## config.mk

```make
export PLATFORM = sky130hd
export DESIGN_NAME = serial_adder_ctrl
export DESIGN_NICKNAME = d
export VERILOG_FILES = /design/src/rtl/serial_adder_ctrl_pkg.sv /design/src/rtl/serial_adder_ctrl_fa_cell.sv /design/src/rtl/serial_adder_ctrl.sv
export SDC_FILE = /design/constraint.sdc
export NUM_CORES = 1
export LEC_CHECK = 0
export CAP_MARGIN = 40
export CORE_MARGIN = 3
export CORE_UTILIZATION = 45
export DETAILED_ROUTE_END_ITERATION = 10
export GPL_TIMING_DRIVEN = 0
export PLACE_DENSITY_LB_ADDON = 0.05
export SLEW_MARGIN = 25
export SYNTH_ARGS = -nofsm -noshare
export SYNTH_HDL_FRONTEND = slang
export SYNTH_SLANG_ARGS = --single-unit
```

## constraint.sdc

```tcl
create_clock -name clk -period 1.16 [get_ports clk]
set_input_delay 0.174 -clock clk [delete_from_list [all_inputs] [get_ports clk]]
set_output_delay 0.174 -clock clk [all_outputs]
set_load 0.01 [all_outputs]
```

## src/rtl/serial_adder_ctrl_pkg.sv

```systemverilog
// Shared types and helpers for the bit-serial adder controller.
// Latency: none (declarations only).
// Backpressure: none (declarations only).
package serial_adder_ctrl_pkg;

  // Controller states. The encodings are fixed because other blocks decode them.
  typedef enum logic [1:0] {
    ST_IDLE = 2'd0,
    ST_ADD  = 2'd1,
    ST_DONE = 2'd2
  } state_t;

  // Width of the bit counter. It must be able to reach WIDTH-1.
  function automatic int cnt_w(input int width);
    return (width <= 2) ? 1 : $clog2(width);
  endfunction

endpackage

```

## src/rtl/serial_adder_ctrl_fa_cell.sv

```systemverilog
// 1-bit full adder built from two half adders and an OR gate.
// Latency: purely combinational, 0 cycles.
// Backpressure: none.
module half_adder (
  input  logic a,
  input  logic b,
  output logic s,
  output logic c
);
  assign s = a ^ b;
  assign c = a & b;
endmodule

module fa_cell (
  input  logic a,
  input  logic b,
  input  logic cin,
  output logic sum,
  output logic cout
);
  logic s0;
  logic c0;
  logic c1;

  half_adder u_ha0 (.a(a),  .b(b),   .s(s0),  .c(c0));
  half_adder u_ha1 (.a(s0), .b(cin), .s(sum), .c(c1));

  // The two half-adder carries can never both be set, so OR gives the majority.
  assign cout = c0 | c1;
endmodule

```

## src/rtl/serial_adder_ctrl.sv

```systemverilog
// Bit-serial WIDTH-bit adder (A-B when SERIAL_SUB_EN is defined), one bit per clock, LSB first.
// Latency: start accepted at edge k -> done pulses in the cycle after edge k+WIDTH.
// Backpressure: start is only accepted in IDLE/DONE; start while busy is ignored.
module serial_adder_ctrl
  import serial_adder_ctrl_pkg::*;
#(
  parameter int WIDTH = 8
) (
  input  logic             clk,
  input  logic             reset,
  input  logic             start,
`ifdef SERIAL_SUB_EN
  input  logic             sub,
`endif
  input  logic [WIDTH-1:0] op_a,
  input  logic [WIDTH-1:0] op_b,
  output logic             busy,
  output logic             done,
  output logic [WIDTH-1:0] result,
  output logic             carry_out
);

  localparam int CNT_W = cnt_w(WIDTH);
  localparam logic [CNT_W-1:0] CNT_LAST = CNT_W'(WIDTH - 1);

  state_t           state;
  state_t           state_nxt;
  logic             load;
  logic             step;
  logic             last;
  logic [CNT_W-1:0] cnt;
  logic [WIDTH-1:0] sh_a;
  logic [WIDTH-1:0] sh_b;
  logic             carry;
  logic             b_bit;
  logic             carry_init;
  logic             cell_sum;
  logic             cell_cout;

`ifdef SERIAL_SUB_EN
  logic sub_q;

  // Subtraction is A + ~B + 1: invert B into the cell and seed the carry with 1.
  assign b_bit      = sh_b[0] ^ sub_q;
  assign carry_init = sub;
`else
  assign b_bit      = sh_b[0];
  assign carry_init = 1'b0;
`endif

  assign last = (cnt == CNT_LAST);

  fa_cell u_fa (
    .a    (sh_a[0]),
    .b    (b_bit),
    .cin  (carry),
    .sum  (cell_sum),
    .cout (cell_cout)
  );

  // State register.
  always_ff @(posedge clk) begin
    if (reset) state <= ST_IDLE;
    else       state <= state_nxt;
  end

  // Next-state decode plus handshake outputs and datapath strobes.
  always_comb begin
    state_nxt = state;
    busy      = 1'b0;
    done      = 1'b0;
    load      = 1'b0;
    step      = 1'b0;
    case (state)
      ST_IDLE: begin
        if (start) begin
          load      = 1'b1;
          state_nxt = ST_ADD;
        end
      end
      ST_ADD: begin
        busy = 1'b1;
        step = 1'b1;
        if (last) state_nxt = ST_DONE;
      end
      ST_DONE: begin
        done = 1'b1;
        if (start) begin
          load      = 1'b1;
          state_nxt = ST_ADD;
        end else begin
          state_nxt = ST_IDLE;
        end
      end
      default: state_nxt = ST_IDLE;
    endcase
  end

  // Operand capture, serial shifting, and result/carry registers; result only moves in ADD.
  always_ff @(posedge clk) begin
    if (reset) begin
      cnt       <= '0;
      sh_a      <= '0;
      sh_b      <= '0;
      carry     <= 1'b0;
      result    <= '0;
      carry_out <= 1'b0;
`ifdef SERIAL_SUB_EN
      sub_q     <= 1'b0;
`endif
    end else if (load) begin
      sh_a  <= op_a;
      sh_b  <= op_b;
      carry <= carry_init;
      cnt   <= '0;
`ifdef SERIAL_SUB_EN
      sub_q <= sub;
`endif
    end else if (step) begin
      sh_a   <= sh_a >> 1;
      sh_b   <= sh_b >> 1;
      carry  <= cell_cout;
      result <= {cell_sum, result[WIDTH-1:1]};
      cnt    <= cnt + 1'b1;
      if (last) carry_out <= cell_cout;
    end
  end

endmodule
```

==> out/summary.log <==
qor: sta.skew 6.076 ps
qor: route.firstDrtPassIters 4
qor: clock_network.cts.sinks 31
qor: synth.synth_area_per_cell 10.10 um^2
qor: sta.min_period 1315 ps
qor: clock_network.clock_tree_from_tritoncts yes
qor: synth.ys_warn_count 0
qor: clock_network.cts_made_buffers 5
qor: place.placedInstanceArea 1757 um^2
qor: place.io_buffers 29
qor: synth.post-synth-top-area-fraction 43.89%
qor: power.ir_drop 0.0008770 V
qor: route.drt_wl_total 3.719 mm
qor: clock_network.clock_input_transition_at_the_sequential_cells_of_the_worst_setup_and_hold_paths 100 ps
qor: power.p_per_area 1139 nW/um^2
qor: die.core_region_area 2877 um^2
qor: power.post-layout-total-power 0.002480 W
qor: critical_path.cp.arrival 1140 ps
qor: sta.rsz0062_at_grt true
qor: sta.timing.final.setup_violations 27
qor: worst_hold_path.hold_path.class input port to register
qor: place.place.gp.congestion 0.7463
qor: cells_and_area.signed_area_change_from_the_synthesized_netlist_to_the_final_layout 53.98%
qor: sta.timing.hold.ws 376.8 ps
qor: sta.worst_pin_slew 552.3 ps
qor: critical_path.cp-start-kind register
qor: route.detail_route.vias_per_cell 5.228
qor: run_status.violations negative setup slack
qor: cells_and_area.sequential_cell_area 628.1 um^2
qor: grt.grt_pass1_wl 5.423 mm
qor: route.wire_length_on_met2 1.895 mm
qor: synth.yosysTopAreaCell dfxtp_1
qor: cells_and_area.multiInputGateArea 845.8 um^2
qor: die.boundaryPins 30
qor: grt.antenna_found_initial 0
qor: synth.yosys_register_bits 31
qor: sta.clock.fmax 0.7604 GHz
qor: sta.setup_slack -155.1 ps
qor: flow_run.max-cap-violations 0
qor: clock_network.postCtsHoldBufs 0
qor: route.drt.antenna.violating_nets 0
qor: clock_network.htree_num_levels 2
qor: sta.slew_headroom 63.18%
qor: worst_hold_path.holdCritStartpoint op_a[7]
qor: route.highest_layer met4
qor: clock_network.clock_latency 340 ps
qor: synth.post_synth_main_area_contributors dfxtp_1, nor3_2, nand2_1
qor: clock_network.cts-root-to-sink-buffers 2
qor: route.drt_iter0_markers 57
qor: cells_and_area.design.final.nets 207
qor: critical_path.reg2reg_from state[1]
qor: grt.grt_start_max_net_pins 11
qor: clock_network.cts_root_buffer clkbuf_4
qor: critical_path.crit_path_top_delay_cell dfxtp_2
qor: critical_path.family_with_the_most_delay_on_the_worst_path flip-flops
qor: die.std_cell_rows 19
qor: die.design.die.area 3850 um^2
qor: cells_and_area.n_fill_cell 199
qor: critical_path.worst-setup-path-type register to output port
qor: grt.number_of_global_route_vias_before_repair 1,205
qor: critical_path.slowest_delay 350 ps
qor: cells_and_area.stdcell_area 2177 um^2
qor: sta.final-max-slew-violation-count 0
qor: synth.synth_area 1414 um^2
qor: synth.synth.distinct_cells 29
qor: critical_path.critical_path.endpoint_type output port
qor: die.die_width 62.05 um
qor: critical_path.path_cells nand2b_4 -> inv_12 -> buf_8 -> buf_6
qor: power.p_leak 0.8097 nW
qor: critical_path.worstPathMaxFanout 3
qor: grt.grt_usage 20.05%
qor: route.drc 0
qor: cells_and_area.antenna_cells 0
qor: place.hpwl 2.186 mm
qor: run_status.run_status finished, violations left
qor: die.dieHeight 62.05 um
qor: route.num_vias 1,192
qor: synth.synth_sequential_area_ratio 43.89%
qor: synth.syn-num-nets 162
qor: grt.gr-total-overflow 0
qor: cells_and_area.post_route_cells_drive_above_1_share 45.16%
qor: route.route.layer.met1.wl 1.622 mm
qor: cells_and_area.final_common_cell dfxtp_1
qor: sta.timing.final.crit_share 113.4%
qor: sta.final_hold_viol_count 0
qor: die.floorplan.initialDensity 49.15%
qor: route.wire_per_inst 16.31 um
qor: synth.synthesis.instances 140
qor: critical_path.critical_path.n_buffers_inverters 3
qor: critical_path.crit_path_start state[1]
qor: critical_path.required 990 ps
qor: cells_and_area.layout.cells.most_common_list dfxtp_1, nand2_1, clkdlybuf4s50_1
qor: route.dr_wl_met3 136 um
final cells by class:
class                   count  share of cell area [%]
plain buffers              11                   6.092
clock buffers               5                   1.724
clock inverters             3                  0.6897
inverters                   1                  0.7471
multi-input cells          96                   38.85
flip-flops and latches     31                   28.85
well taps                  42                   2.414
repair buffers             39                   20.63
power breakdown:
group / switching, W / internal (W) / total (W)
Sequential: 0.0000709 / 0.00113 / 0.00120
Clock: 0.000385 / 0.000225 / 0.000610
Combinational: 0.000293 / 0.000379 / 0.000672
Total: 0.000750 / 0.00173 / 0.00248
cell usage after synthesis, drive strengths merged:
cell type and count:
nor2 5, mux2i 4, dfxtp 31, nand2 24
o21a 1, buf 11, nand3 3, nand3b 1
nor2b 1, a22oi 1, o22ai 10, inv 1
xnor2 1, ha 2, nor3 25, a21oi 11
a311oi 3, fa 1, and2b 1, nand2b 2
clkbuf 1
through the flow:
stage	utilization [%]	TNS (ps)	std cells	setup WS, ps
finish	75.69	-2404	228	-155.1
global route	75.69	-3452	228	-182.1
CTS	68.64	-1056	225	-192.6
detailed placement	61.07	-8795	211	-402.9
global placement	61.07	-8056	211	-378.3
floorplan	-	0	140	72.60
worst paths after layout:
check	endpoint	cells past startpoint	slack, ps
setup / recovery	busy	4	-160
hold / removal	sh_a[7]	3	380
setup reg to reg	sh_a[1]	6	-160
hold reg to reg	result[0]	2	460
cells by family (layout without fill, tap and decap cells):
group	after synthesis	in the layout	share of synthesized area, %
AOI/OAI and AO/OA	26	26	12.83
xor gates and xnor gates	1	1	0.6196
adders and majority gates	3	3	3.186
buffers and inverters	13	59	9.203
DFF	31	31	43.89
muxes	4	4	2.832
and+or+nand+nor	62	62	27.43
registers in the layout, summed over array words and instances, names as in the netlist:
name       cells
carry          1
carry_out      1
cnt            3
result         8
sh_a           8
sh_b           8
state          2
tightest hold or removal path, cell delays in order:
cell	delay, ps
clkdlybuf4s50_1	400
nand2_1	50
a21oi_1	50
what timing repair did:
| action | CTS | global route |
|---|---|---|
| gates resized for setup | 47 | 38 |
| setup endpoints to repair | 22 | 35 |
| buffers inserted | 5 | 1 |
| pin swaps | 4 | 5 |
| cloned | 1 | 4 |
per-layer routing:
| layer | track usage (%) | vias up |
|---|---|---|
| li1 | - | 581 |
| met1 | 23.98 | 579 |
| met2 | 33.43 | 24 |
| met3 | 4.959 | 8 |
| met4 | 9.697 | 0 |
| met5 | 0 | - |
Power figures use the tool's default switching activity.
